## config.mk

```make
export PLATFORM = sky130hd
export DESIGN_NAME = pad_event_queue
export DESIGN_NICKNAME = d
export VERILOG_FILES = /design/src/rtl/pad_event_queue.sv
export SDC_FILE = /design/constraint.sdc
export NUM_CORES = 1
export LEC_CHECK = 0
export CORE_ASPECT_RATIO = 1.5
export CORE_UTILIZATION = 25
export DETAILED_ROUTE_END_ITERATION = 8
export DONT_BUFFER_PORTS = 1
export GPL_TIMING_DRIVEN = 0
export PLACE_DENSITY = 0.39
export SLEW_MARGIN = 20
export SYNTH_ARGS = -nofsm -noshare
export SYNTH_HDL_FRONTEND = slang
export SYNTH_SLANG_ARGS = --single-unit
```

## constraint.sdc

```tcl
create_clock -name clk -period 3.6 [get_ports clk]
set_input_delay 0.18 -clock clk [delete_from_list [all_inputs] [get_ports clk]]
set_output_delay 0.18 -clock clk [all_outputs]
set_load 0.01 [all_outputs]
```

## src/rtl/pad_event_queue.sv

```systemverilog
// ---------------------------------------------------------------------------
// pad_event_queue
//
// Purpose:
//   Sits behind the PSX controller interface FSM. After every completed poll
//   it snapshots the 16 active-low button levels, diffs them against the
//   previous snapshot and emits one press/release event per changed button
//   into a show-ahead FIFO that the CPU/MMIO side reads over valid/ready.
//
// Optional feature:
//   PAD_EVT_TIMESTAMP_EN - when defined, adds evt_ts. This is a free-running
//   cycle/256 tick counter that is sampled at poll_done and stored with
//   every event of that poll.
//
// Ports:
//   clk            in   1            system clock (same as controller FSM)
//   rst            in   1            synchronous reset, active high
//   control_state  in   8            one-hot controller state, IDLE=8'h01
//   err            in   1            controller protocol error level
//   buttons        in   16           active-low button levels
//   evt_valid      out  1            FIFO non-empty
//   evt_data       out  8            head event {press, 3'b0, index}
//   evt_ready      in   1            consumer pop request
//   evt_count      out  FIFO_AW+1    FIFO occupancy
//   overrun        out  1            sticky: a completed poll was dropped
//   clr_ovr        in   1            clears overrun
//   link_down      out  1            last poll ended in error
//   evt_ts         out  16           head event timestamp (optional)
//   dbg_state      out  1            scanner FSM state (0 WAIT, 1 SCAN)
//
// Handshake: the head entry is presented on evt_data whenever evt_valid is
// high. It is consumed on a cycle where evt_valid && evt_ready. evt_ready
// with evt_valid low has no effect.
// ---------------------------------------------------------------------------
module pad_event_queue #(
    parameter int FIFO_AW = 4
) (
    input  logic               clk,
    input  logic               rst,
    input  logic [7:0]         control_state,
    input  logic               err,
    input  logic [15:0]        buttons,
    output logic               evt_valid,
    output logic [7:0]         evt_data,
    input  logic               evt_ready,
    output logic [FIFO_AW:0]   evt_count,
    output logic               overrun,
    input  logic               clr_ovr,
    output logic               link_down,
`ifdef PAD_EVT_TIMESTAMP_EN
    output logic [15:0]        evt_ts,
`endif
    output logic               dbg_state
);

    localparam int DEPTH = 1 << FIFO_AW;
    localparam logic [FIFO_AW:0] FULL_CNT = {1'b1, {FIFO_AW{1'b0}}};

    typedef enum logic {
        S_WAIT = 1'b0,
        S_SCAN = 1'b1
    } state_t;

    state_t r_state;
    state_t w_next_state;

    logic [7:0]         r_ctrl_state;
    logic [15:0]        r_prev;
    logic [15:0]        r_cur;
    logic [15:0]        r_diff;
    logic               r_overrun;
    logic               r_link_down;

    logic [7:0]         r_mem [DEPTH];
    logic [FIFO_AW-1:0] r_wr_ptr;
    logic [FIFO_AW-1:0] r_rd_ptr;
    logic [FIFO_AW:0]   r_count;

    logic               w_poll_done;
    logic               w_latch;
    logic               w_push;
    logic               w_drop;
    logic               w_err_seen;
    logic               w_pop;
    logic               w_full;
    logic               w_push_ok;
    logic [3:0]         w_idx;
    logic [7:0]         w_event;

    // A poll completes on the cycle the controller re-enters IDLE.
    assign w_poll_done = (r_ctrl_state != 8'h01) && (control_state == 8'h01);

    assign w_pop     = (r_count != '0) && evt_ready;
    assign w_full    = (r_count == FULL_CNT);
    // A full FIFO still accepts a push when the head leaves in the same cycle.
    assign w_push_ok = !w_full || w_pop;

    // Lowest set bit of the pending diff; scanning downward lets the lowest win.
    always_comb begin
        w_idx = 4'd0;
        for (int i = 15; i >= 0; i--) begin
            if (r_diff[i]) begin
                w_idx = 4'(i);
            end
        end
    end

    assign w_event = {~r_cur[w_idx], 3'b000, w_idx};

    // ---------------- FSM ----------------
    always_ff @(posedge clk) begin
        if (rst) begin
            r_state <= S_WAIT;
        end else begin
            r_state <= w_next_state;
        end
    end

    always_comb begin
        w_next_state = r_state;
        w_latch      = 1'b0;
        w_push       = 1'b0;
        w_drop       = 1'b0;
        w_err_seen   = 1'b0;
        case (r_state)
            S_WAIT: begin
                if (err) begin
                    w_err_seen = 1'b1;
                end else if (w_poll_done) begin
                    w_latch      = 1'b1;
                    w_next_state = S_SCAN;
                end
            end
            S_SCAN: begin
                // The scanner keeps working on the old snapshot; the new
                // poll is lost and flagged.
                w_drop = w_poll_done;
                if (r_diff == 16'h0000) begin
                    w_next_state = S_WAIT;
                end else if (w_push_ok) begin
                    w_push = 1'b1;
                end
            end
            default: w_next_state = S_WAIT;
        endcase
    end

    assign dbg_state = r_state;

    // ---------------- snapshot / status ----------------
    always_ff @(posedge clk) begin
        if (rst) begin
            // IDLE here so a controller sitting in IDLE at reset release
            // does not look like a completed poll.
            r_ctrl_state <= 8'h01;
            r_prev       <= 16'hFFFF;
            r_cur        <= 16'hFFFF;
            r_diff       <= 16'h0000;
            r_overrun    <= 1'b0;
            r_link_down  <= 1'b0;
        end else begin
            r_ctrl_state <= control_state;
            if (w_latch) begin
                r_cur       <= buttons;
                r_diff      <= r_prev ^ buttons;
                r_link_down <= 1'b0;
            end
            if (w_err_seen) begin
                r_link_down <= 1'b1;
            end
            // prev is updated bit by bit so a reset mid-scan never leaves
            // it claiming events that were never delivered.
            if (w_push) begin
                r_diff[w_idx] <= 1'b0;
                r_prev[w_idx] <= r_cur[w_idx];
            end
            if (w_drop) begin
                r_overrun <= 1'b1;
            end else if (clr_ovr) begin
                r_overrun <= 1'b0;
            end
        end
    end

    assign overrun   = r_overrun;
    assign link_down = r_link_down;

    // ---------------- FIFO ----------------
    always_ff @(posedge clk) begin
        if (w_push) begin
            r_mem[r_wr_ptr] <= w_event;
        end
    end

    always_ff @(posedge clk) begin
        if (rst) begin
            r_wr_ptr <= '0;
            r_rd_ptr <= '0;
            r_count  <= '0;
        end else begin
            if (w_push) begin
                r_wr_ptr <= r_wr_ptr + 1'b1;
            end
            if (w_pop) begin
                r_rd_ptr <= r_rd_ptr + 1'b1;
            end
            case ({w_push, w_pop})
                2'b10:   r_count <= r_count + 1'b1;
                2'b01:   r_count <= r_count - 1'b1;
                default: r_count <= r_count;
            endcase
        end
    end

    assign evt_valid = (r_count != '0);
    assign evt_data  = evt_valid ? r_mem[r_rd_ptr] : 8'h00;
    assign evt_count = r_count;

`ifdef PAD_EVT_TIMESTAMP_EN
    logic [7:0]  r_presc;
    logic [15:0] r_tick;
    logic [15:0] r_poll_ts;
    logic [15:0] r_ts_mem [DEPTH];

    always_ff @(posedge clk) begin
        if (rst) begin
            r_presc   <= 8'h00;
            r_tick    <= 16'h0000;
            r_poll_ts <= 16'h0000;
        end else begin
            r_presc <= r_presc + 8'h01;
            if (r_presc == 8'hFF) begin
                r_tick <= r_tick + 16'h0001;
            end
            if (w_latch) begin
                r_poll_ts <= r_tick;
            end
        end
    end

    always_ff @(posedge clk) begin
        if (w_push) begin
            r_ts_mem[r_wr_ptr] <= r_poll_ts;
        end
    end

    assign evt_ts = evt_valid ? r_ts_mem[r_rd_ptr] : 16'h0000;
`endif

endmodule
```

-- Yosys cells after proc, flatten, opt, wreduce, memory -nomap -nowiden
Memories as Yosys holds them, arrays and structs flattened. A register that Yosys moved wholly into a read port is not among the register bits.
Index checks and enable logic that the tools add are counted.
- add/subtract/negate cells: 4
- $lt $le $gt $ge: 2
- eq/ne operators: 5
- mux-type cells: 45
- bitwise operators: 5
- reduce and logical (&&, ||, !) cells: 10
- operators by type and width (kind ; count):
    $mux 4 ; 18
    $mux 16 ; 3
    $mux 1 ; 18
    $and 16x16->16 ; 1
    $bwmux 16 ; 1
    $logic_not 16->1 ; 1
    $not 16->16 ; 1
    $xor 16x16->16 ; 1
    $pmux 5 s2 ; 1
    $add 4x1->4 const B ; 2
    $eq 8x1->1 const B ; 1
    $mux 8 ; 1
    $ne 8x1->1 const B ; 1
    $reduce_bool 2->1 ; 3
    $add 5x1->5 const B ; 1
    $eq 5x5->1 const B ; 1
    $lt 4x5->1 const B ; 1
    $reduce_bool 5->1 ; 1
    $sub 5x1->5 const B ; 1
    $bmux 1 s4 ; 1
    $demux 1 s4 ; 1
    $ge 4x1->1 const B ; 1
    $logic_and 1x1->1 ; 3
    $eq 2x1->1 const B ; 1
    5 further kinds ; 6
- flip-flop bits (word level): 72
- memory bits (writable): 80
- input bits: 29
- output and inout port bits: 17
- memories kept: 1
- memories (memory ; depth ; bits a word ; rd ports ; clocked after memory_dff ; write ports ; RTL line ; text):
    r_mem ; 16 ; 5 ; 1 ; 1 ; 1 ; 74 ; logic [7:0] r_mem [DEPTH];

-- Longest topological paths before layout
- depth after elaboration: 23
- gate-level depth with buffers: 16

-- Worst setup path before layout
OpenSTA, ideal clock, no wires.
- path type: reg2reg
- start point: register r_diff[13]
- end point: register r_count[4] (netlist: evt_count[4])
- setup time: 0.070 ns
- arrival time: 3.062 ns
- required time: 3.530 ns
- slack: 0.468 ns
- stages on the path, launching flop included: 16
- cell sequence: dfxtp_1 > or4_1 > nor4b_2 > nand2_1 > and2_1 > buf_2 > inv_1 > ha_1 > inv_1 > fa_1 > inv_1 > a21o_1 > a21oi_1 > xnor2_1 > or3_1 > a21oi_1
- longest elaborated chain between the ends: 5
- elaborated cells on any way between the ends: 7
- those cells by class: eq/ne: 2; mux: 3; reduce/logical: 2
- ends and longest elaborated chain (what ; RTL line ; text):
    start, declared ; 70 ; logic [15:0] r_diff;
    start signal, assigned ; 165 ; r_diff <= r_prev ^ buttons;
    $logic_not 16->1 * ; 138 ; if (r_diff == 16'h0000) begin
    $mux 1 * ; 138 ;
    $mux 1 * ; 125 ; case (r_state)
    $eq 2x1->1 or $eq 2x2->1 (tied branches) ; 207 ; case ({w_push, w_pop})
    $pmux 5 s2 or $reduce_bool 2->1 (tied branches) ; n/a ;
    end signal, assigned ; 208 ; 2'b10: r_count <= r_count + 1'b1;
    end signal, assigned ; 209 ; 2'b01: r_count <= r_count - 1'b1;
    end signal, assigned ; 210 ; default: r_count <= r_count;
    end, declared ; 77 ; logic [FIFO_AW:0] r_count;
Mark *: on every way between the ends. The rest lies on a longest branch, timed or not.
A chain may end at the register's enable or synchronous reset.

-- Worst setup path after layout
- start point: register r_count[0] (netlist: evt_count[0])
- end point: register r_count[4] (netlist: evt_count[4])
- longest elaborated chain between the ends: 8
- elaborated cells on any way between the ends: 14
- those cells by class: add/sub: 2; eq/ne: 3; mux: 4; reduce/logical: 5
- ends and longest elaborated chain (what ; RTL line ; text):
    $eq 5x5->1 or $reduce_bool 5->1 (tied branches) ; 94, 93 ;
    $logic_not 1->1 or $logic_and 1x1->1 (tied branches) ; 96, 93 ;
    $logic_or 1x1->1 ; 96 ; assign w_push_ok = !w_full || w_pop;
    $mux 1 ; 140 ; end else if (w_push_ok) begin
    $mux 1 ; 138 ;
    $mux 1 ; 125 ;
    $eq 2x1->1 or $eq 2x2->1 (tied branches) ; 207 ;
    $pmux 5 s2 or $reduce_bool 2->1 (tied branches) ; n/a ;
Several ways; a longest one is shown, not always the timed one.

==> impl_metrics.yaml <==
timing:
  period_share_pct: 94.50
  layout_setup_ws_ns: 0.1982
  period_needed_ns: 3.402
  rsz0062_at_grt: "false"
  hold_violations: 0
  worstMarginPinSlew_ns: 0.9071
  slew_violations: 0
  fmax_mhz: 294.0
  setup_tns_ns: 0
  relSlewSlack_pct: 39.06
  clock_skew_ns: 0.008999
  setup_viol: 0
  whs_ns: 0.02849
clocking:
  cts_sinks: 156
  cts_root_buf: "clkbuf_16"
  path_clk_slew_ns: 0.06
  cts_tree: "done"
  cts_inserted_buffers: 17
  htree_num_levels: 4
  clk_latency_ns: 0.43
  clockBufferDepth: 2
worst_hold_path:
  min_path_type: "in2reg"
pwr:
  peakVddDrop_mv: 0.2747
  p_leak_nw: 2.802
  power.total_w: 0.003836
  powerDensity_nw_per_um2: 474.5
critical_path:
  worst-path-max-fanout: 9
  slowest_stage: "or4_1"
  crit_chain: "or4_1, o31a_1, and2_1, buf_2, inv_1, ha_2, inv_1, fa_1, inv_1, a21o_1, a21oi_1, xnor2_1, or3_1, a21oi_1"
  cp.arrival_ns: 3.76
  r2r-start: "evt_count[0]$_SDFFE_PP0P_"
  critical_path_class: "reg2reg"
  end_kind: "flop"
  worstSetupStartpointType: "flop"
  rr_worst_depth: 14
  rrSetupSlack_ns: 0.20
  reg2reg_to: "evt_count[4]$_SDFFE_PP0P_"
  cp_slowest_stage_delay_ns: 0.60
  crit_path_end: "evt_count[4]$_SDFFE_PP0P_"
  cp-startpoint: "evt_count[0]$_SDFFE_PP0P_"
  cpMostUsedCell: "inv_1"
  cp.required_ns: 3.95
cells_and_area:
  area_growth_pct: 20.65
  diodes: 0
  final_common_cell: "edfxtp_1"
  fin_nets: 644
  final-instance-count-excl-fill: 955
  final_cell_mix: "edfxtp_1, dfxtp_1, nor2_1, nand2_1"
  fill_cells: 2637
  final_layout_size_suffix_gt1_share_pct: 14.08
synth:
  async_flop_share_pct: 0
  synth_flop_cell: "edfxtp_1"
  synth-edff-count: 80
  synthTopCellsByArea: "edfxtp_1, dfxtp_1, mux4_2"
  ys_types: 55
  synth_seq_area_share_pct: 58.55
  synth-seq-cells: 156
  synth_top_cell_by_area: "edfxtp_1"
  syn_area_per_cell_um2: 12.10
  ys_warn_count: 0
  synthesis.area_um2: 6701
  synthDominantCellAreaShare_pct: 35.85
  synth_cells: 554
grt:
  grt_usage_pct: 13.72
  grt_pass1_wl_mm: 26.97
  gr-total-overflow: 0
  antenna_found_initial: 0
  first_global_vias: 4581
  grt_start_max_net_pins: 26
placement:
  dp_cells: 895
  gp_congestion: 0.8228
  pre_cts_ws_ns: 0.05035
  hpwl_mm: 13.07
  io_buffers: 0
routing:
  drcViolationCount: 0
  drtIter0Drc: 178
  wl_mm: 17.92
  ant_nets: 0
  drt_first_pass_iters: 5
  vias_per_cell: 4.665
  post_drt_wl_per_cell_um: 18.76
  route.vias.total: 4455
floorplanning:
  core_area_um2: 26400
  die_h_um: 202.5
  dieArea_um2: 27480
  initial_core_util_pct: 25.39
  die_w_um: 135.7
  rows: 73
  io_pins: 46
run_status:
  outcome: "completed"
job:
  cap_violations: 0
[how the worst min path moves through the flow]
stage / startpoint / to / slack, ns / cells past startpoint
after CTS: buttons[7] / r_diff[7]$_SDFF_PP0_ / 0.009 / 2
final: buttons[7] / r_diff[7]$_SDFF_PP0_ / 0.03 / 2
after detailed placement: control_state[0] / r_ctrl_state[0]$_SDFF_PP1_ / 0.30 / 1
after global placement: control_state[0] / r_ctrl_state[0]$_SDFF_PP1_ / 0.29 / 1
after global routing: buttons[7] / r_diff[7]$_SDFF_PP0_ / 0.02 / 2
after floorplan: control_state[0] / r_ctrl_state[0]$_SDFF_PP1_ / 0.29 / 1
[power breakdown]
| part | total [W] | internal, W | switching [W] |
|---|---|---|---|
| Clock | 0.00188 | 0.00117 | 0.000707 |
| Sequential | 0.00187 | 0.00186 | 0.00000308 |
| Combinational | 0.0000933 | 0.0000424 | 0.0000509 |
| Total | 0.00384 | 0.00308 | 0.000761 |
[per-layer routing]
layer / share of wire [%] / up-vias / global-route usage, %
met4: 2.9 / 0 / 6.300
met2: 56 / 104 / 25.86
met5: 0 / - / 0
met3: 3.7 / 27 / 3.121
li1: - / 2118 / -
met1: 37 / 2206 / 14.01
[cells by family (layout without fill, tap and decap cells)]
kind of cell / count (synthesis) / count (layout) / share of synthesized area, %
compound gates: 69 / 69 / 7.786
xor+xnor: 26 / 26 / 3.398
fa+ha+maj: 10 / 10 / 1.979
buf+inv: 44 / 106 / 2.857
flops: 156 / 156 / 58.55
mux: 30 / 30 / 9.149
other cells: 1 / 3 / 0.05596
simple gates: 218 / 218 / 16.22
[synth_stat cells (3+ instances only)]
cell type and n:
or4_1 4, a21o_1 3, xnor2_1 16, mux4_2 25, ha_1 9, a311o_1 3, or3_1 3, and2_1 3
inv_1 11, nor4_1 7, nor3_1 15, clkbuf_1 19, a21oi_1 20, nand3b_1 16, buf_4 5, nor2_1 70
a2111oi_0 15, o21a_1 4, buf_2 6, nand2b_1 5, dfxtp_1 76, nand2_1 54, edfxtp_1 80, a211o_1 7
nor2b_1 25, mux2i_1 5, xor2_1 10
[state kept, by name (all words and copies together) (netlist names), named ones only]
register,flops
r_cur,16
overrun,1
dbg_state,1
r_rd_ptr,4
link_down,1
r_wr_ptr,4
evt_count,5
r_prev,16
r_mem,80
r_ctrl_state,8
r_diff,16
[critical path, delay by kind of cell (launching register included)]
family | cells | cell delay [ns]
compound gates | 4 | 0.68
xor+xnor | 1 | 0.13
fa+ha+maj | 2 | 0.63
buf+inv | 4 | 0.42
flops | 1 | 0.38
simple gates | 3 | 1.08
[final cells by class]
| cell class | count | area, um^2 | share of cell area, % |
|---|---|---|---|
| tap | 337 | 421.7 | 5.215 |
| buffer | 32 | 147.6 | 1.826 |
| timing repair buffer | 30 | 295.3 | 3.652 |
| sequential | 156 | 3924 | 48.53 |
| clock inverter | 9 | 132.6 | 1.640 |
| inverter | 12 | 45.04 | 0.5571 |
| multi-input combinational | 356 | 2630 | 32.53 |
| clock buffer | 23 | 489.2 | 6.051 |
[per-stage QoR]
| step | utilization, % | area (um^2) |
|---|---|---|
| 2_1_floorplan | - | 6709 |
| 3_3_place_gp | 27.01 | 7131 |
| 3_5_place_dp | 27.18 | 7176 |
| 4_1_cts | 30.49 | 8048 |
| 5_1_grt | 30.63 | 8085 |
| 6_report | 30.63 | 8085 |
[repair_timing]
item | in CTS | in global routing
buffers inserted | 0 | 3
gates resized for setup | 0 | 3
hold endpoints to repair | 39 | 0
setup endpoints to repair | 0 | 1
hold buffers | 25 | 0
(Power assumes the default switching activity.)
